### src/rtl/alu_share_arbiter_if.sv
`timescale 1ns/1ps
`default_nettype none
// ============================================================================
// Module      : alu_share_arbiter_if
// Description : Bundles the two requester request/response ports and the
//               shared ALU operand/result bus of alu_share_arbiter.
//               slave  = arbiter side, master = requesters + ALU side.
// Revision    : 1.0 - initial release
// ============================================================================
interface alu_share_arbiter_if #(
    parameter int XPR_LEN      = 64,
    parameter int ALU_OP_WIDTH = 4
);
    // Requester 0
    logic                    req0_valid;
    logic                    req0_ready;
    logic [ALU_OP_WIDTH-1:0] req0_op;
    logic [XPR_LEN-1:0]      req0_rs1;
    logic [XPR_LEN-1:0]      req0_rs2;
    logic                    resp0_valid;
    logic                    resp0_ready;
    logic [XPR_LEN-1:0]      resp0_data;
    // Requester 1
    logic                    req1_valid;
    logic                    req1_ready;
    logic [ALU_OP_WIDTH-1:0] req1_op;
    logic [XPR_LEN-1:0]      req1_rs1;
    logic [XPR_LEN-1:0]      req1_rs2;
    logic                    resp1_valid;
    logic                    resp1_ready;
    logic [XPR_LEN-1:0]      resp1_data;
    // Shared ALU
    logic [ALU_OP_WIDTH-1:0] alu_op;
    logic [XPR_LEN-1:0]      alu_rs1;
    logic [XPR_LEN-1:0]      alu_rs2;
    logic                    alu_enable;
    logic [XPR_LEN-1:0]      alu_rd;
    // Status
    logic                    busy;
    logic                    owner;

    modport slave (
        input  req0_valid, req0_op, req0_rs1, req0_rs2, resp0_ready,
        input  req1_valid, req1_op, req1_rs1, req1_rs2, resp1_ready,
        input  alu_rd,
        output req0_ready, resp0_valid, resp0_data,
        output req1_ready, resp1_valid, resp1_data,
        output alu_op, alu_rs1, alu_rs2, alu_enable,
        output busy, owner
    );

    modport master (
        output req0_valid, req0_op, req0_rs1, req0_rs2, resp0_ready,
        output req1_valid, req1_op, req1_rs1, req1_rs2, resp1_ready,
        output alu_rd,
        input  req0_ready, resp0_valid, resp0_data,
        input  req1_ready, resp1_valid, resp1_data,
        input  alu_op, alu_rs1, alu_rs2, alu_enable,
        input  busy, owner
    );
endinterface
`default_nettype wire

### src/rtl/alu_share_arbiter.sv
`timescale 1ns/1ps
`default_nettype none
// ============================================================================
// Module      : alu_share_arbiter
// Description : Shares one registered ALU (1-cycle latency, result cleared
//               when enable is low) between two valid/ready requesters.
//               Sequence per operation: IDLE (accept) -> ISSUE (enable high)
//               -> CAPTURE (sample alu_rd) -> RESP (return to owner).
//               Arbitration is round-robin by default; defining the macro
//               ALU_ARB_FIXED_PRIO_EN makes port 0 win every tie instead.
// Revision    : 1.0 - initial release
// ============================================================================
module alu_share_arbiter #(
    parameter int XPR_LEN      = 64,
    parameter int ALU_OP_WIDTH = 4
) (
    input  wire logic          clk,
    input  wire logic          rst,
    alu_share_arbiter_if.slave bus
);

    typedef enum logic [1:0] {
        S_IDLE    = 2'd0,
        S_ISSUE   = 2'd1,
        S_CAPTURE = 2'd2,
        S_RESP    = 2'd3
    } state_t;

    state_t                  r_state;
    state_t                  w_next;
    logic [ALU_OP_WIDTH-1:0] r_op;
    logic [XPR_LEN-1:0]      r_rs1;
    logic [XPR_LEN-1:0]      r_rs2;
    logic [XPR_LEN-1:0]      r_buf;
    logic                    r_owner;
`ifndef ALU_ARB_FIXED_PRIO_EN
    logic                    r_last_grant;
`endif

    logic w_win0;
    logic w_win1;
    logic w_hs0;
    logic w_hs1;
    logic w_resp_hs;

    // Pick the winner among the valid requesters
    always_comb begin
`ifdef ALU_ARB_FIXED_PRIO_EN
        w_win0 = bus.req0_valid;
`else
        // On a tie the port that did not win last time goes first
        w_win0 = bus.req0_valid && (!bus.req1_valid || r_last_grant);
`endif
        w_win1 = bus.req1_valid && !w_win0;
    end

    // Ready only while idle; held low during reset so nothing is accepted then
    assign bus.req0_ready = (r_state == S_IDLE) && !rst && w_win0;
    assign bus.req1_ready = (r_state == S_IDLE) && !rst && w_win1;
    assign w_hs0          = bus.req0_valid && bus.req0_ready;
    assign w_hs1          = bus.req1_valid && bus.req1_ready;
    assign w_resp_hs      = (r_state == S_RESP) &&
                            (r_owner ? bus.resp1_ready : bus.resp0_ready);

    // Next-state decode
    always_comb begin
        w_next = r_state;
        case (r_state)
            S_IDLE:    if (w_hs0 || w_hs1) w_next = S_ISSUE;
            S_ISSUE:   w_next = S_CAPTURE;
            S_CAPTURE: w_next = S_RESP;
            S_RESP:    if (w_resp_hs) w_next = S_IDLE;
            default:   w_next = S_IDLE;
        endcase
    end

    // State register; reset aborts any in-flight operation
    always_ff @(posedge clk) begin
        if (rst) begin
            r_state <= S_IDLE;
        end else begin
            r_state <= w_next;
        end
    end

    // Operand latches, owner/grant history and the one-entry response buffer
    always_ff @(posedge clk) begin
        if (rst) begin
            r_op    <= '0;
            r_rs1   <= '0;
            r_rs2   <= '0;
            r_buf   <= '0;
            r_owner <= 1'b0;
`ifndef ALU_ARB_FIXED_PRIO_EN
            r_last_grant <= 1'b1;
`endif
        end else begin
            if (w_hs0 || w_hs1) begin
                r_op    <= w_hs1 ? bus.req1_op  : bus.req0_op;
                r_rs1   <= w_hs1 ? bus.req1_rs1 : bus.req0_rs1;
                r_rs2   <= w_hs1 ? bus.req1_rs2 : bus.req0_rs2;
                r_owner <= w_hs1;
`ifndef ALU_ARB_FIXED_PRIO_EN
                r_last_grant <= w_hs1;
`endif
            end
            // ALU result is valid during CAPTURE only; it clears afterwards
            if (r_state == S_CAPTURE) begin
                r_buf <= bus.alu_rd;
            end
        end
    end

    // ALU drive straight from the latches, enable only in ISSUE
    assign bus.alu_op     = r_op;
    assign bus.alu_rs1    = r_rs1;
    assign bus.alu_rs2    = r_rs2;
    assign bus.alu_enable = (r_state == S_ISSUE);

    // Response ports: both carry the buffer, only the owner sees valid
    assign bus.resp0_valid = (r_state == S_RESP) && !r_owner;
    assign bus.resp1_valid = (r_state == S_RESP) &&  r_owner;
    assign bus.resp0_data  = r_buf;
    assign bus.resp1_data  = r_buf;

    assign bus.busy  = (r_state != S_IDLE);
    assign bus.owner = r_owner;

endmodule
`default_nettype wire

### src/flat_wrapper.sv
// flat-port wrapper written by rule: the top's interface ports become plain ports
module alu_share_arbiter_flat 
#(
    parameter int XPR_LEN      = 64,
    parameter int ALU_OP_WIDTH = 4
)
  (clk, rst, bus_req0_valid, bus_req0_op, bus_req0_rs1, bus_req0_rs2, bus_resp0_ready, bus_req1_valid, bus_req1_op, bus_req1_rs1, bus_req1_rs2, bus_resp1_ready, bus_alu_rd, bus_req0_ready, bus_resp0_valid, bus_resp0_data, bus_req1_ready, bus_resp1_valid, bus_resp1_data, bus_alu_op, bus_alu_rs1, bus_alu_rs2, bus_alu_enable, bus_busy, bus_owner);
  alu_share_arbiter_if #(.XPR_LEN(XPR_LEN), .ALU_OP_WIDTH(ALU_OP_WIDTH)) bus_i ();
  input  wire logic clk;
  input  wire logic rst;
  input wire logic [$bits(bus_i.req0_valid)-1:0] bus_req0_valid;
  input wire logic [$bits(bus_i.req0_op)-1:0] bus_req0_op;
  input wire logic [$bits(bus_i.req0_rs1)-1:0] bus_req0_rs1;
  input wire logic [$bits(bus_i.req0_rs2)-1:0] bus_req0_rs2;
  input wire logic [$bits(bus_i.resp0_ready)-1:0] bus_resp0_ready;
  input wire logic [$bits(bus_i.req1_valid)-1:0] bus_req1_valid;
  input wire logic [$bits(bus_i.req1_op)-1:0] bus_req1_op;
  input wire logic [$bits(bus_i.req1_rs1)-1:0] bus_req1_rs1;
  input wire logic [$bits(bus_i.req1_rs2)-1:0] bus_req1_rs2;
  input wire logic [$bits(bus_i.resp1_ready)-1:0] bus_resp1_ready;
  input wire logic [$bits(bus_i.alu_rd)-1:0] bus_alu_rd;
  output wire logic [$bits(bus_i.req0_ready)-1:0] bus_req0_ready;
  output wire logic [$bits(bus_i.resp0_valid)-1:0] bus_resp0_valid;
  output wire logic [$bits(bus_i.resp0_data)-1:0] bus_resp0_data;
  output wire logic [$bits(bus_i.req1_ready)-1:0] bus_req1_ready;
  output wire logic [$bits(bus_i.resp1_valid)-1:0] bus_resp1_valid;
  output wire logic [$bits(bus_i.resp1_data)-1:0] bus_resp1_data;
  output wire logic [$bits(bus_i.alu_op)-1:0] bus_alu_op;
  output wire logic [$bits(bus_i.alu_rs1)-1:0] bus_alu_rs1;
  output wire logic [$bits(bus_i.alu_rs2)-1:0] bus_alu_rs2;
  output wire logic [$bits(bus_i.alu_enable)-1:0] bus_alu_enable;
  output wire logic [$bits(bus_i.busy)-1:0] bus_busy;
  output wire logic [$bits(bus_i.owner)-1:0] bus_owner;
  assign bus_i.req0_valid = bus_req0_valid;
  assign bus_i.req0_op = bus_req0_op;
  assign bus_i.req0_rs1 = bus_req0_rs1;
  assign bus_i.req0_rs2 = bus_req0_rs2;
  assign bus_i.resp0_ready = bus_resp0_ready;
  assign bus_i.req1_valid = bus_req1_valid;
  assign bus_i.req1_op = bus_req1_op;
  assign bus_i.req1_rs1 = bus_req1_rs1;
  assign bus_i.req1_rs2 = bus_req1_rs2;
  assign bus_i.resp1_ready = bus_resp1_ready;
  assign bus_i.alu_rd = bus_alu_rd;
  assign bus_req0_ready = bus_i.req0_ready;
  assign bus_resp0_valid = bus_i.resp0_valid;
  assign bus_resp0_data = bus_i.resp0_data;
  assign bus_req1_ready = bus_i.req1_ready;
  assign bus_resp1_valid = bus_i.resp1_valid;
  assign bus_resp1_data = bus_i.resp1_data;
  assign bus_alu_op = bus_i.alu_op;
  assign bus_alu_rs1 = bus_i.alu_rs1;
  assign bus_alu_rs2 = bus_i.alu_rs2;
  assign bus_alu_enable = bus_i.alu_enable;
  assign bus_busy = bus_i.busy;
  assign bus_owner = bus_i.owner;
  alu_share_arbiter #(.XPR_LEN(XPR_LEN), .ALU_OP_WIDTH(ALU_OP_WIDTH)) u_core (.clk(clk), .rst(rst), .bus(bus_i));
endmodule
### config.mk
export PLATFORM = sky130hd
export DESIGN_NAME = alu_share_arbiter_flat
export DESIGN_NICKNAME = d
export VERILOG_FILES = /design/src/rtl/alu_share_arbiter_if.sv /design/src/rtl/alu_share_arbiter.sv /design/src/flat_wrapper.sv
export SDC_FILE = /design/constraint.sdc
export NUM_CORES = 1
export LEC_CHECK = 0
export CAP_MARGIN = 20
export CORE_AREA = 2 2 233 235
export CTS_CLUSTER_DIAMETER = 30
export DETAILED_ROUTE_END_ITERATION = 8
export DIE_AREA = 0 0 235 237
export GPL_ROUTABILITY_DRIVEN = 0
export GPL_TIMING_DRIVEN = 0
export HOLD_SLACK_MARGIN = 0.05
export MAX_ROUTING_LAYER = met4
export PLACE_DENSITY = 0.44
export SLEW_MARGIN = 20
export SYNTH_ARGS = -nofsm -noshare
export SYNTH_HDL_FRONTEND = slang
export SYNTH_SLANG_ARGS = --single-unit
### constraint.sdc
create_clock -name clk -period 4.1 [get_ports clk]
set_input_delay 0.82 -clock clk [delete_from_list [all_inputs] [get_ports clk]]
set_output_delay 0.82 -clock clk [all_outputs]
set_load 0.005 [all_outputs]
# == Word-level counts from Yosys, hierarchy flattened ==
# Index checks and enable logic that the tools add are counted.
# op_classes
add_sub_neg,0
n_div,0
n_reduce_logical,19
n_mul,0
bitwise,0
n_eq_ne,5
shift,0
n_mux,7
magnitude_cmp,0
# op_table
cell,n
$mux 64,2
$logic_and 1x1->1,10
$pmux 2 s4,1
$eq 2x2->1 const B,2
$logic_not 1->1,4
$mux 2,2
$mux 4,1
$eq 2x1->1 const B,1
$logic_not 2->1,1
$logic_or 1x1->1,2
$ne 2x1->1 const B,1
$ne 2x2->1 const B,1
$reduce_and 2->1,1
$reduce_bool 2->1,1
$mux 1,1
# totals
romBits,0
latch_bits,0
regBits,200
in_bits,334
word_cells,38
memories,0
mem_bits_rw,0

# == Logic depth before layout (Yosys ltp) ==
# depth
depth_word,10
depth_mapped,9

# == Worst setup path after synthesis ==
# No wires, ideal clock.
# synth_path
kind,input to output
from,in rst
to,out bus_req1_ready
cell_stages,4
setup_slack_ns,1.904
required_ns,3.280
arrival_time_ns,1.376
cell_sequence,nor2b_4 nand3_2 inv_2 buf_2
# synth_via
elab_chain_len,3
# synth_lines
element,line,text
start: declaration,flat_wrapper.sv:10,input wire logic rst;
$logic_not 1->1,alu_share_arbiter.sv:59,assign bus.req1_ready = (r_state == S_IDLE) && !rst && w_win1;
$logic_and 1x1->1 (2 in series),alu_share_arbiter.sv:59,
end: declaration,flat_wrapper.sv:25,output wire logic [$bits(bus_i.req1_ready)-1:0] bus_req1_ready;
# Every way passes these cells.

# == Worst setup path after layout ==
# Ends and elaborated chain as after synthesis.

==> impl_metrics.json <==
{
  "ctsHoldBuffers": 0,
  "viasPerCell": 4.051,
  "outcome": "complete, no violations",
  "cp.required_ns": 3.28,
  "path_class": "primary input to output port",
  "route.met3.wl_um": 3556,
  "yosysMostFrequentCell": "nor2_1",
  "synth_ff_type": "dfxtp_1",
  "maxUsedRoutingLayer": "met4",
  "die_w_um": 235,
  "drt_iter0_drc": 315,
  "synth.area.mux_share": 0.07271,
  "dieArea_sq_um": 55700,
  "synth_top_family_by_area": "simple AND/OR/NAND/NOR gates",
  "synth_compound_area_frac": 0.005872,
  "cp_common_cell": "clkdlybuf4s50_1",
  "clock_latency_ns": 0.50,
  "wl_um": 44670,
  "synth_top_cell_by_area": "dfxtp_1",
  "cts_made_buffers": 17,
  "cpMaxStageDelayCell": "clkdlybuf4s50_1",
  "vias": 9602,
  "fin_crit_ns": 3.812,
  "hold_start": "u_core.bus.alu_rs1[31]",
  "wl_met2_um": 21930,
  "tightest_slew_ns": 0.7754,
  "met1_length_um": 18260,
  "dieHeight_um": 237,
  "tns_ns": 0,
  "syn_to_final_growth_pct": 83.12,
  "synthXorXnorAreaFrac": 0,
  "track_usage": 0.1617,
  "synthArstFlopShare": 0,
  "post-route-period-util": 0.9298,
  "relSlewSlack": 0.4831,
  "synth.avg_cell_area_sq_um": 8.604,
  "grt-ovfl-total": 0,
  "grt_pass1_wl_um": 64680,
  "wl_per_cell_um": 18.85,
  "grt_pass1_vias": 9774,
  "initial_core_util": 0.1679,
  "place_ws_ns": 0.2140,
  "placed_cell_area_sq_um": 15830,
  "max_stage_delay_ns": 0.54,
  "post-synth-top-area-fraction": 0.4474,
  "cts_root_buf": "clkbuf_16",
  "ir_drop_mv": 0.2856,
  "grt_max_degree": 19,
  "rsz0062_at_grt": "false",
  "post-route-drc-count": 0,
  "worstPathArrival_ns": 2.99,
  "synth_area_leaders": "dfxtp_1, nor2_1, nor4_2, nor3_1, mux2i_1",
  "yosysSeqAreaShare": 0.4474,
  "cts-resized-gates": 0,
  "ant_nets": 0,
  "ys_types": 23,
  "synth-seq-cells": 200,
  "start_kind": "primary input",
  "io_buffers": 600,
  "cts_tree": "built",
  "synth-simple-area-share": 0.3614,
  "fin_nets": 1998,
  "fmax_mhz": 262.3,
  "clock-sinks": 200,
  "setup_viol": 0,
  "netlist_area_sq_um": 8949,
  "postLayoutSetupSlackWorst_ns": 0.2879,
  "cts.clk_slew.worst_paths_ns": 0.07,
  "syn_nets": 1379,
  "synth-adder-area-share": 0.006991,
  "end_kind": "output port",
  "hold_violations": 0,
  "synthTopCellsByCount": "nor2_1, dfxtp_1, nor3_1",
  "cp_max_fo": 10,
  "yosys_warnings": 0,
  "max-clock-path-buffers": 2,
  "fillers": 5641,
  "synth-edff-count": 0,
  "cp_cell_sequence": "clkdlybuf4s50_1 -> nor2b_4 -> nand3_2 -> inv_2 -> buf_2 -> clkdlybuf4s50_1",
  "power_leakage_nw": 6.026,
  "drv_slew": 0,
  "hold_path.class": "register to register",
  "finClkSkew_ns": 0.005831,
  "postCtsSetupBuffers": 0,
  "firstDrtPassIters": 6,
  "core_sq_um": 53280,
  "cap_violations": 0,
  "drive_gt1_frac": 0.1322,
  "pin_count": 601,
  "crit_start": "rst",
  "dp_hpwl_um": 35600,
  "fp-row-count": 85,
  "final_area_sq_um": 16390,
  "htreeDepth": 4,
  "rr_startpoint": "u_core.r_state[0]",
  "antenna_found_initial": 3,
  "power_density_nw_per_um2": 502.8,
  "synth_cells": 1040,
  "hold_ws_ns": 0.4964,
  "finalPower_w": 0.008240
}
==> registers in the layout (all words and copies together) (netlist names) <==
name	flops
u_core.bus.resp0_data	64
u_core.r_state	2
u_core.r_last_grant	1
u_core.bus.alu_op	4
u_core.bus.alu_rs1	64
u_core.bus.alu_rs2	64
u_core.bus.owner	1
==> cells by family (layout without fill, tap and decap cells) <==
group           Yosys count  count (layout)
fa+ha+maj                 5               5
flops                   200             200
buf+inv                 157             789
simple gates            605             605
mux                      65              65
compound gates            8               8
other cells               0               2
==> worst max-delay path: cells and delay by family <==
kind | cells | cell delay (ns)
buffers and inverters | 4 | 1.71
and+or+nand+nor | 2 | 0.45
==> per-stage QoR <==
stage / utilization / std cells
after floorplan: - / 1040
after CTS: 0.3075 / 2368
after global placement: 0.2970 / 2336
after detailed placement: 0.2970 / 2336
final: 0.3076 / 2370
after global routing: 0.3076 / 2370
==> path summary, 6_finish.rpt <==
check                           endpoint  slack (ns)  cells after the start
setup / recovery          bus_req1_ready        0.29                      6
setup reg to reg  u_core.bus.alu_rs2[34]        1.74                      9
hold reg to reg   u_core.bus.alu_rs1[31]        0.50                      2
hold / removal    u_core.bus.alu_rs1[31]        0.50                      2
==> metal layers <==
metal	GRT usage	vias up
li1	-	4721
met1	0.1788	4455
met2	0.2684	378
met3	0.06190	48
met4	0.05063	0
met5	-	-
==> power by group <==
group	switching, W	leakage (nW)	internal (W)
Sequential	0.000345	1.64	0.00244
Combinational	0.00168	4.11	0.00208
Clock	0.000890	0.271	0.000806
==> layout by cell type, fill, tap and decap left out, types with 3 or more instances in the layout <==
| cell | synthesis | final |
|---|---|---|
| a21oi_1 | 4 | 4 |
| and2_1 | 3 | 3 |
| buf_1 | 9 | 9 |
| buf_2 | 41 | 41 |
| buf_4 | 69 | 69 |
| buf_6 | 6 | 6 |
| clkbuf_1 | 25 | 25 |
| clkbuf_16 | 0 | 17 |
| clkdlybuf4s50_1 | 0 | 600 |
| clkinv_4 | 0 | 6 |
| dfxtp_1 | 200 | 200 |
| ha_1 | 5 | 5 |
| inv_1 | 6 | 6 |
| mux2i_1 | 65 | 65 |
| nand2_1 | 3 | 3 |
| nor2_1 | 330 | 330 |
| nor3_1 | 133 | 133 |
| nor4_1 | 62 | 62 |
| nor4_2 | 70 | 70 |
==> area by class of cell <==
type / instances / area [sq um] / area share
sequential: 200 / 4004 / 0.2443
clock inverter: 14 / 117.6 / 0.007177
tap: 696 / 870.8 / 0.05314
antenna: 2 / 5.005 / 0.0003054
buffer: 150 / 918.4 / 0.05604
timing repair buffer: 600 / 6006 / 0.3665
clock buffer: 18 / 439.2 / 0.02680
multi-input combinational: 683 / 4000 / 0.2441
inverter: 7 / 26.28 / 0.001603
Note: power is estimated with default switching activity, not from simulation.
